File: config.mk
export PLATFORM = sky130hd
export DESIGN_NAME = mode_sequencer
export DESIGN_NICKNAME = d
export VERILOG_FILES = /design/src/rtl/mode_sequencer.sv
export SDC_FILE = /design/constraint.sdc
export NUM_CORES = 1
export LEC_CHECK = 0
export CORE_ASPECT_RATIO = 1.2
export CORE_MARGIN = 2
export CORE_UTILIZATION = 57
export CTS_CLUSTER_DIAMETER = 200
export DETAILED_ROUTE_END_ITERATION = 16
export PLACE_DENSITY = 0.9
export SLEW_MARGIN = 10
export SYNTH_ARGS = -nofsm -noshare
export SYNTH_HDL_FRONTEND = slang
export SYNTH_SLANG_ARGS = --single-unit
File: constraint.sdc
create_clock -name CLK -period 4.3 [get_ports CLK]
set_clock_uncertainty 0.05 [all_clocks]
set_input_delay 0.645 -clock CLK [delete_from_list [all_inputs] [get_ports CLK]]
set_output_delay 0.645 -clock CLK [all_outputs]
set_load 0.01 [all_outputs]
File: src/rtl/mode_sequencer.sv
// One-hot mode sequencer: steps through NUM_MODES modes on button edges and
// falls back to HOME_MODE after an idle timeout counted in TICK pulses.
module mode_sequencer #(
  parameter int NUM_MODES     = 7,
  parameter int HOME_MODE     = 0,
  parameter int TIMEOUT_TICKS = 30,
  localparam int IDX_W = (NUM_MODES > 2) ? $clog2(NUM_MODES) : 1,
  localparam int CNT_W = (TIMEOUT_TICKS > 1) ? $clog2(TIMEOUT_TICKS + 1) : 1
) (
  input  logic                 CLK,
  input  logic                 RESET,
  input  logic                 MODE_NEXT,
  input  logic                 MODE_PREV,
  input  logic                 MAIN_STATE_ACTIVE,
  input  logic                 TICK,
  output logic [NUM_MODES-1:0] CURRENT_STATE,
  output logic [IDX_W-1:0]     MODE_IDX,
  output logic                 MODE_CHANGED
);

  localparam logic [NUM_MODES-1:0] ONE_HOT0  = {{(NUM_MODES-1){1'b0}}, 1'b1};
  localparam logic [IDX_W-1:0]     HOME_IDX  = IDX_W'(HOME_MODE);
  localparam logic [IDX_W-1:0]     LAST_IDX  = IDX_W'(NUM_MODES - 1);
  localparam logic [CNT_W-1:0]     LAST_TICK = CNT_W'(TIMEOUT_TICKS - 1);

  logic [NUM_MODES-1:0] state_q, state_d;
  logic [IDX_W-1:0]     mode_idx_q, mode_idx_d;
  logic                 changed_q, changed_d;
  logic [CNT_W-1:0]     cnt_q, cnt_d;
  logic                 nxt_q, nxt_d;
  logic                 prv_q, prv_d;

  logic fwd, bwd, legal;

  always_ff @(posedge CLK or posedge RESET) begin
    if (RESET) begin
      state_q    <= ONE_HOT0 << HOME_IDX;
      mode_idx_q <= HOME_IDX;
      changed_q  <= 1'b0;
      cnt_q      <= '0;
      nxt_q      <= 1'b0;
      prv_q      <= 1'b0;
    end else begin
      state_q    <= state_d;
      mode_idx_q <= mode_idx_d;
      changed_q  <= changed_d;
      cnt_q      <= cnt_d;
      nxt_q      <= nxt_d;
      prv_q      <= prv_d;
    end
  end

  // The register width equals NUM_MODES, so a single set bit is always in range.
  always_comb begin
    nxt_d      = MODE_NEXT;
    prv_d      = MODE_PREV;
    fwd        = MODE_NEXT & ~nxt_q;
    bwd        = MODE_PREV & ~prv_q;
    legal      = (state_q != '0) && ((state_q & (state_q - ONE_HOT0)) == '0);
    mode_idx_d = mode_idx_q;
    cnt_d      = cnt_q;
    if (!legal) begin
      mode_idx_d = HOME_IDX;
      cnt_d      = '0;
    end else if (MAIN_STATE_ACTIVE) begin
      if (fwd && !bwd) begin
        mode_idx_d = (mode_idx_q == LAST_IDX) ? '0 : mode_idx_q + 1'b1;
        cnt_d      = '0;
      end else if (bwd && !fwd) begin
        mode_idx_d = (mode_idx_q == '0) ? LAST_IDX : mode_idx_q - 1'b1;
        cnt_d      = '0;
      end else if (!fwd && (TIMEOUT_TICKS > 0)) begin
        // Simultaneous edges leave the counter untouched; otherwise idle-count.
        if (mode_idx_q == HOME_IDX) begin
          cnt_d = '0;
        end else if (TICK) begin
          if (cnt_q == LAST_TICK) begin
            mode_idx_d = HOME_IDX;
            cnt_d      = '0;
          end else begin
            cnt_d = cnt_q + 1'b1;
          end
        end
      end
    end
    state_d   = ONE_HOT0 << mode_idx_d;
    changed_d = (state_d != state_q);
  end

  always_comb begin
    CURRENT_STATE = state_q;
    MODE_IDX      = mode_idx_q;
    MODE_CHANGED  = changed_q;
  end

endmodule
==> impl_results.md, run 1 <==
* Status: finished clean
* Die width at ~46 um
* Die Area at ~2500 um^2
* PwrDens at about 650 nW/um^2
* GRT overflow at 0
* DR vias at 1,042
* Rows at 18
* Worst hold path class: reg -> reg
* CP cell instances: clkdlybuf4s50_1 -> nand2b_1 -> inv_1 -> ha_1 -> inv_1 -> a31o_2 -> a221oi_2 -> or2_1 -> nand3_1 -> a32oi_1 -> nand4_1
* Startpoint types: input pin
* Inserted Clock Buffers at 3
* Most used cell, CP: inv_1
* Syn Inst Count at between 100 and 150
* IO Count at 17
* CTS tree: built
* Top post-synthesis cells by count: nor2_1, dfrtp_1, inv_1, ha_1, nand2b_1
* Ys Warns at 0
* Slew Limit Fails at 0
* CP max stage delay at between 400 and 500 ps
* Synth Register Bits at 18
* Avg Cell Area, Syn at 8.98 um^2
* Max FO, Critical Path at 7
* ANT nets after route at 0
* Ant diodes at 0
* CP Capture Type: flop
* Worst path arrival time at approximately 3100 ps
* CTS Hold Bufs at 0
* Final WL at about 2500 um
* WS Path Type: in -> reg
* Ys flop type: dfrtp_1
* Post-synth EDFFs at 0
* VDD IR max at between 0.4 and 0.5 mV
* Vias in the first global route at roughly 1,000
* Routed vias/inst at about 6.0
* CP max stage cell: clkdlybuf4s50_1
* CP required at 4430 ps
* CTS resizes at 0
* Final cell utilization of the core at 70.0%
* Final hold vios at 0
* Clock tree buffer depth at 2
* Filler cells at 151
* Area growth syn-to-layout at 17.0%
* Slew HR at between 50% and 60%
* Clock root buffer: clkbuf_4
* Total negative setup slack at 0 ps
* PortBufs at 16
* Storage cell area at about 450 um^2
* Initial Util at between 50% and 60%
* Crit share post-route at a little over two thirds
* Overall power at between 0.0009 and 0.001 W
* Skew-Pair Late Insertion Delay at around 300 ps
* Post-route DRC at 0
* Slew @ Worst Pin at 673 ps
* Synth cell types at 43
* Post-Syn Nets at 150
* Postcts setup bufs at 0
* Largest net degree at the start of global routing at 19
* Placer Congestion at ~0.92
* Sum of net half-perimeters after detailed placement at between 1500 and 2000 um
* Synth top area share at 35.1%
* Clock sinks at 18
* Drt first-iter violations at 13
* Wire per inst at 14.6 um
* Core area at around 2000 um^2
* Min Tclk post-route at around 3000 ps
* Count of final setup violators at 0
* Die Y at around 55 um
* Cell area after placement at 1380 um^2
* Most frequent cell after synthesis: nor2_1
* Share of layout cells above drive strength 1 at under 10%
* P_leak at around 0.64 nW
* Post-synthesis cell area at roughly 1200 um^2
* Reg clk slew, reported paths at 100 ps
* DRT Pass-1 Iters at 4
* RSZ-0062 raised after global routing: false
* Synth top area cells: dfrtp_1, ha_1, nor2_1
* Final instance area at between 1000 and 1500 um^2
* Final #Nets at around 170
* Area occupied by multi-input gates at roughly 700 um^2
* H-tree Lvls at 1
* Sequential-to-total area share from yosys stat at around 37%
* Initial antenna violation count at 0
* First-pass GRT wire length at approximately 4300 um
* Area leader, netlist: dfrtp_1
* Share of flip-flops with an asynchronous set or reset at 100%
* Fmax at roughly 0.33 GHz
* Maxcap violations at 0
* Gr usage total at around a quarter
registers in the layout (all words and copies together), names as in the netlist:
| register | count |
|---|---|
| MODE_CHANGED | 1 |
| nxt_q | 1 |
| cnt_q | 5 |
| CURRENT_STATE | 7 |
| prv_q | 1 |
| MODE_IDX | 3 |
metrics by stage:
| stage | hold slack, ps | setup WS (ps) | cells |
|---|---|---|---|
| 3_5_place_dp | 483 | 1000 | 169 |
| 4_1_cts | 509 | 1320 | 173 |
| 2_1_floorplan | 455 | 1760 | 135 |
| 3_3_place_gp | 471 | 1080 | 169 |
| 6_report | 500 | 1290 | 173 |
| 5_1_grt | 559 | 1100 | 173 |
worst paths after layout:
check                           cells past startpoint  slack [ps]            to   startpoint
min in group asynchronous                           2         680      cnt_q[2]        RESET
worst min-delay path                                2         500      cnt_q[4]     cnt_q[4]
worst max register to register                      9        1460  MODE_CHANGED  MODE_IDX[0]
worst min register to register                      2         500      cnt_q[4]     cnt_q[4]
worst max-delay path                               11        1290  MODE_CHANGED    MODE_NEXT
max in group asynchronous                           2        3100   MODE_IDX[0]        RESET
layout by cell type (no fill, tap or decap), types with 2 or more instances in the layout:
cell type | Yosys | layout
a211oi_1 | 2 | 2
a21o_1 | 2 | 2
a21oi_1 | 5 | 5
clkbuf_4 | 0 | 3
clkdlybuf4s50_1 | 0 | 16
dfrtp_1 | 17 | 17
ha_1 | 9 | 9
inv_1 | 12 | 12
mux2i_1 | 2 | 2
nand2_1 | 5 | 5
nand2b_1 | 9 | 9
nand3_1 | 4 | 4
nand4_1 | 5 | 5
nor2_1 | 18 | 18
nor2b_1 | 4 | 4
nor3_1 | 2 | 2
o21a_1 | 2 | 2
o21ai_0 | 5 | 5
o22ai_1 | 3 | 3
or3_1 | 2 | 2
xor2_1 | 3 | 3
where the power goes:
group | total (W) | switching (W) | leakage, nW | internal [W]
registers | 0.000280 | 0.0000619 | 0.235 | 0.000218
logic | 0.000533 | 0.000287 | 0.387 | 0.000246
clock network | 0.000105 | 0.0000531 | 0.0210 | 0.0000517
final cells by class:
class                      count  area share [%]
inverter                      12            3.17
multi-input combinational    103            49.4
tap                           20            1.76
sequential                    18            31.8
timing repair buffer          16            11.3
clock buffer                   4            2.56
logic make-up after synthesis:
family                     after synthesis  synth area share (%)
muxes                                    2                  1.65
and+or+nand+nor                         58                  26.2
buffers and inverters                   14                  4.95
DFF                                     18                  37.3
adders and majority gates               10                  10.1
AOI/OAI and AO/OA                       29                  16.9
xor gates and xnor gates                 4                  2.89
routing by layer:
| metal | track usage, % | part of all wire [%] | up-vias |
|---|---|---|---|
| li1 | - | - | 511 |
| met1 | 29.6 | 44 | 493 |
| met2 | 39.4 | 49 | 32 |
| met3 | 5.61 | 4.5 | 6 |
| met4 | 10.5 | 1.9 | 0 |
| met5 | 0 | 0 | - |
worst max-delay path: cells and delay by family:
kind / cells / cell delay [ps]
adder cells (fa/ha/maj): 1 / 270
AND/OR/NAND/NOR: 4 / 600
buffers and inverters: 3 / 710
AO/OA/AOI/OAI: 3 / 920
Note: power is estimated with default switching activity, not from simulation.
==> inputs of run 2 (changes only) <==
--- a/config.mk
+++ b/config.mk
@@ -7,10 +7,10 @@
 export LEC_CHECK = 0
 export CORE_ASPECT_RATIO = 1.2
 export CORE_MARGIN = 2
-export CORE_UTILIZATION = 57
+export CORE_UTILIZATION = 48
 export CTS_CLUSTER_DIAMETER = 200
 export DETAILED_ROUTE_END_ITERATION = 16
-export PLACE_DENSITY = 0.9
+export PLACE_DENSITY = 0.81
 export SLEW_MARGIN = 10
 export SYNTH_ARGS = -nofsm -noshare
 export SYNTH_HDL_FRONTEND = slang
==> constraint.sdc (replaced) <==
create_clock -name CLK -period 2.5 [get_ports CLK]
set_clock_uncertainty 0.05 [all_clocks]
set_input_delay 0.375 -clock CLK [delete_from_list [all_inputs] [get_ports CLK]]
set_output_delay 0.375 -clock CLK [all_outputs]
set_load 0.01 [all_outputs]
==> run 2 against run 1 <==
  * Utilization is 2.8 points higher
  * Non-clock buffer count increased by 28
  * Clock-buffer cell count unchanged
  * Register-to-register slack worse by 1400 ps
  * Clock power up 78%
  * Die area up 17%
  * First-iteration DRC count grew 100%
  * Final cell count grew 23%
  * Design area rose by 21%
  * Sequential share of layout area down 5.5 points
  * Critical path depth is 4 lower
  * Wire length grew 22%
  * Highest routed layer unchanged
==> impl_results.md, run 2 (synthesized netlist as in run 1, its figures left out) <==
* Crit share post-route at a little over nine tenths
* Initial antenna violation count at 0
* Commonest non-fill, non-tap cell in the layout: buf_4
* VDD IR max at around 1.2 mV
* Clock power frac at 9.2%
* Sum of net half-perimeters after detailed placement at about 2200 um
* Die Y at a little under 60 um
* Initial Util at 51.5%
* Routed vias/inst at between 5 and 6
* Net Sw Frac at between 40% and 50%
* CP cell instances: or4_4 -> mux2i_1 -> nand4_2 -> o21bai_4 -> or4_1 -> nand3_1 -> nand4_1
* Slew @ Worst Pin at roughly 660 ps
* Vias in the first global route at approximately 1,200
* Maxcap violations at 0
* Largest net degree at the start of global routing at 19
* CP max stage delay at approximately 540 ps
* Final cell utilization of the core at 72.8%
* Combinational Power Share at between 60% and 70%
* Wire per inst at 14.5 um
* Skew-Pair Late Insertion Delay at 310 ps
* GR peak layer: met2
* Storage cell area at about 450 um^2
* Drt first-iter violations at 26
* Slew Limit Fails at 0
* Placer Congestion at around 0.94
* Area occupied by multi-input gates at around 770 um^2
* Worst path arrival time at approximately 2600 ps
* Die width at 49.9 um
* Final WL at 3080 um
* Fmax at around 0.4 GHz
* Reg clk slew, reported paths at about 110 ps
* CP max stage cell: or4_4
* PortBufs at 16
* H-tree Lvls at 1
* WS Path Type: reg -> reg
* Slew HR at between 50% and 60%
* Core area at ~2400 um^2
* Clock tree buffer depth at 2
* Crit path max-delay family: simple AND/OR/NAND/NOR gates
* CP required at between 2000 and 3000 ps
* ANT nets after route at 0
* Count of final setup violators at 0
* Ant diodes at 0
* Max FO, Critical Path at 5
* Critical path buffers and inverters at 0
* Net Switching at about 0.00082 W
* Worst hold path class: in -> async
* Reg-to-Reg Start: CURRENT_STATE[1]
* Share of layout cells above drive strength 1 at approximately 28%
* Status: finished clean
* CP Capture Type: flop
* P_leak at about 0.79 nW
* FF-to-FF setup slack at 70 ps
* Clock root buffer: clkbuf_4
* RSZ-0062 raised after global routing: true
* CTS Hold Bufs at 0
* Rows at 19
* Filler cells at around 170
* Depth of the worst register-to-register path at 7
* Startpoint types: flop
* Min Tclk post-route at around 2400 ps
* Inserted Clock Buffers at 3
* Final hold vios at 0
* GRT overflow at 0
* Area growth syn-to-layout at 41.3%
* Max reg flops at 7
* Worst r2r dst: MODE_CHANGED
* DRT Pass-1 Iters at 5
* Internal power at approximately 0.0012 W
* IO Count at 17
* Sequential Power Share at a little over a fifth
* Final #Nets at between 150 and 200
* GR met3 Demand/Resource at about 3.3%
* CTS tree: built
* PwrDens at approximately 1200 nW/um^2
* Clock sinks at 18
* DR vias at roughly 1,200
* M1 GR Usage at between 20 and 25%
* First-pass GRT wire length at 4940 um
* Gr usage total at between 20% and 30%
* Post-route DRC at 0
* Die Area at between 2000 and 3000 um^2
* Commonest non-fill, non-tap cells in the layout: buf_4, nor2_1, dfrtp_1, clkdlybuf4s50_1, inv_1
* Hold slack at between 300 and 400 ps
* Grt met2 use at a little over two fifths
==> run 2: changes by cell type in the layout (fill, tap and decap cells not counted), sizes merged <==
cell	change
buf	+28
==> run 2: metrics by stage <==
stage               std cells  setup WS (ps)  area (um^2)  TNS, ps  total power [W]
floorplan                 135           6.00         1210        0          0.00113
global placement          206           -292         1590     -580          0.00166
detailed placement        206           -343         1590    -1460          0.00169
CTS                       210           22.3         1640        0          0.00190
global route              212          -34.8         1710    -34.8          0.00217
finish                    212           65.6         1710        0          0.00203
==> run 2: final cells by class <==
type	count	share of cell area (%)
clock buffer	4	2.12
inverter	12	2.63
multi-input combinational	103	45.0
sequential	18	26.4
tap	31	2.26
timing repair buffer	44	21.6
==> run 2: repair_timing <==
item	in CTS	in global routing
hold endpoints to repair	0	0
cloned	0	0
setup buffers	0	2
resized for setup	2	15
pin swaps	0	9
endpoints found under the setup margin	1	7
==> run 2: worst register-to-register path, delay by kind of cell (launching register included) <==
family	cells	cell delay, ps
muxes	1	200
DFF	1	400
AOI/OAI and AO/OA	1	240
and+or+nand+nor	5	1420
==> run 2: worst max-delay path by stage <==
stage / from / to / slack (ps) / cells after the start
2_1_floorplan: MODE_IDX[0] / MODE_CHANGED / 6 / 10
3_3_place_gp: MODE_NEXT / MODE_CHANGED / -290 / 11
3_5_place_dp: MODE_NEXT / MODE_CHANGED / -340 / 11
4_1_cts: MODE_NEXT / MODE_CHANGED / 20 / 12
5_1_grt: MODE_NEXT / MODE_CHANGED / -30 / 11
6_report: CURRENT_STATE[1] / MODE_CHANGED / 70 / 7
==> run 2: power by group through the flow <==
| stage | combinational [W] | sequential, W | clock, W |
|---|---|---|---|
| 6_report | 0.00141 | 0.000442 | 0.000187 |
| 4_1_cts | 0.00126 | 0.000441 | 0.000192 |
| 3_5_place_dp | 0.00124 | 0.000448 | 0 |
| 5_1_grt | 0.00151 | 0.000454 | 0.000202 |
| 3_3_place_gp | 0.00121 | 0.000444 | 0 |
| 2_1_floorplan | 0.000639 | 0.000488 | 0 |
==> run 2: routing by layer <==
| layer | routed length, um | part of all wire [%] | vias to the layer above |
|---|---|---|---|
| li1 | - | - | 566 |
| met1 | 1250 | 41 | 562 |
| met2 | 1620 | 53 | 31 |
| met3 | 103 | 3.3 | 13 |
| met4 | 104 | 3.4 | 0 |
| met5 | 0 | 0 | - |
==> inputs of run 3 (changes only) <==
--- a/config.mk
+++ b/config.mk
@@ -5,12 +5,15 @@
 export SDC_FILE = /design/constraint.sdc
 export NUM_CORES = 1
 export LEC_CHECK = 0
+export CAP_MARGIN = 25
+export CELL_PAD_IN_SITES_DETAIL_PLACEMENT = 2
+export CELL_PAD_IN_SITES_GLOBAL_PLACEMENT = 2
 export CORE_ASPECT_RATIO = 1.2
 export CORE_MARGIN = 2
-export CORE_UTILIZATION = 48
+export CORE_UTILIZATION = 29
 export CTS_CLUSTER_DIAMETER = 200
 export DETAILED_ROUTE_END_ITERATION = 16
-export PLACE_DENSITY = 0.81
+export PLACE_DENSITY = 0.8
 export SLEW_MARGIN = 10
 export SYNTH_ARGS = -nofsm -noshare
 export SYNTH_HDL_FRONTEND = slang
==> run 3 against run 2 <==
  * The run now ends with setup timing left
  * Highest routed layer unchanged
  * Clock-buffer cell count did not move
  * First-iteration DRC count fell by 12%
  * Die area rose by 60%
  * Sequential power rose by 2%
  * Utilization fell by 25 points
  * Critical path type unchanged
  * Non-clock buffer count rose by 12
  * Wire length rose by 57%
  * Register-to-register slack got worse by 80 ps
  * Power rose by 15%
==> impl_results.md, run 3 (synthesized netlist as in run 1, its figures left out) <==
* Drt first-iter violations at 23
* CP Capture Type: flop
* Met3 WL at ~110 um
* P_leak at approximately 0.87 nW
* Dpl cells at ~230
* Crit share post-route at 100%
* Worst path arrival time at between 2000 and 3000 ps
* Hold slack at around 320 ps
* Largest net degree at the start of global routing at 19
* CTS tree: built
* PwrDens at around 1200 nW/um^2
* Share of layout cells above drive strength 1 at roughly a third
* ANT nets after route at 0
* Slew Limit Fails at 0
* Fmax at between 0.3 and 0.4 GHz
* Highest metal used: met4
* VDD IR max at between 0.7 and 0.8 mV
* Die Area at around 4700 um^2
* Gr usage total at 22.3%
* Slew HR at between 40% and 50%
* Failing checks: setup timing
* Clock root buffer: clkbuf_8
* Wire per inst at approximately 20 um
* Rows at 25
* Inserted Clock Buffers at 3
* Initial Util at a little under a third
* DRT Pass-1 Iters at 4
* Post-route DRC at 0
* Ant diodes at 0
* Fin cells at about 250
* Placer Congestion at between 0.8 and 0.9
* Final #Nets at roughly 210
* Skew-Pair Late Insertion Delay at 260 ps
* PortBufs at 16
* Count of final setup violators at 1
* Area growth syn-to-layout at 56.4%
* Routed length on met2 at between 2000 and 3000 um
* Initial antenna violation count at 0
* Die Y at roughly 75 um
* Maxcap violations at 0
* Routed length on met1 at between 1500 and 2000 um
* Max FO, Critical Path at 5
* Final hold vios at 0
* Startpoint types: flop
* Commonest non-fill, non-tap cells in the layout: buf_4, nor2_1, dfrtp_1, clkdlybuf4s50_1, inv_1
* GRT overflow at 0
* First-pass GRT wire length at between 7000 and 8000 um
* Slack of the critical path at -12.0 ps
* IO Count at 17
* RSZ-0062 raised after global routing: true
* Core area at around 4000 um^2
* Final WL at ~4800 um
* Reg clk slew, reported paths at ~80 ps
* Clock sinks at 18
* Routed vias/inst at ~5.0
* Max reg flops at 7
* Commonest non-fill, non-tap cell in the layout: buf_4
* Die width at about 63 um
* WS Path Type: reg -> reg
* Sum of net half-perimeters after detailed placement at about 3500 um
* H-tree Lvls at 1
* Min Tclk post-route at about 2500 ps
* DR vias at 1,243
* Status: finished with violations
* Vias in the first global route at between 1,000 and 1,500
* Slew @ Worst Pin at around 750 ps
* Pre-CTS setup slack at -566 ps
* CP required at roughly 2600 ps
* Worst hold path class: in -> reg
* Clock tree buffer depth at 2
## run 3: critical path, stage by stage (launching register included)
cell and delay, ps:
dfrtp_1 400, inv_1 80, ha_1 140, nand4_1 150, or4b_4 540, nand4_1 170
a21oi_4 110, or4_4 550, nand3_2 80, nand4_1 110
## run 3: power breakdown
| part | internal [W] | switching, W |
|---|---|---|
| clock | 0.000140 | 0.000111 |
| combinational | 0.000831 | 0.000809 |
| sequential | 0.000375 | 0.0000780 |
## run 3: area by class of cell
| cell class | instances | area [um^2] |
|---|---|---|
| Timing Repair Buffer | 56 | 458 |
| Multi-Input combinational cell | 103 | 820 |
| Tap cell | 54 | 67.6 |
| Sequential cell | 18 | 452 |
| Clock buffer | 4 | 55.1 |
| Inverter | 12 | 45.0 |
| Fill cell | 446 | 2080 |
## run 3: timing repair
action | CTS | global route
pin swaps | 10 | 4
setup endpoints to repair | 7 | 2
resized for setup | 24 | 2
hold buffers | 0 | 0
setup buffers | 6 | 3
## run 3: final timing paths
path | slack, ps | from | end | cells past startpoint
hold reg to reg | 570 | cnt_q[2] | cnt_q[2] | 2
hold / removal | 320 | MODE_PREV | prv_q | 1
max in group asynchronous | 1440 | RESET | cnt_q[3] | 2
setup reg to reg | -10 | cnt_q[1] | MODE_CHANGED | 9
setup / recovery | -10 | cnt_q[1] | MODE_CHANGED | 9
min in group asynchronous | 490 | RESET | CURRENT_STATE[4] | 2
## run 3: per-layer routing
metal  vias to the layer above  track usage, %
met5                         -               0
met4                         0            12.3
met3                        14            2.99
li1                        588               -
met1                       619            23.3
met2                        22            43.6
## run 3: through the flow
step	setup TNS [ps]	area (um^2)	util (%)	total power [W]
after floorplan	0	1210	-	0.00113
after global placement	-1540	1660	41.7	0.00173
after detailed placement	-3090	1660	41.7	0.00184
after CTS	0	1860	46.9	0.00230
after global routing	-227	1900	47.7	0.00251
final	-12.0	1900	47.7	0.00234
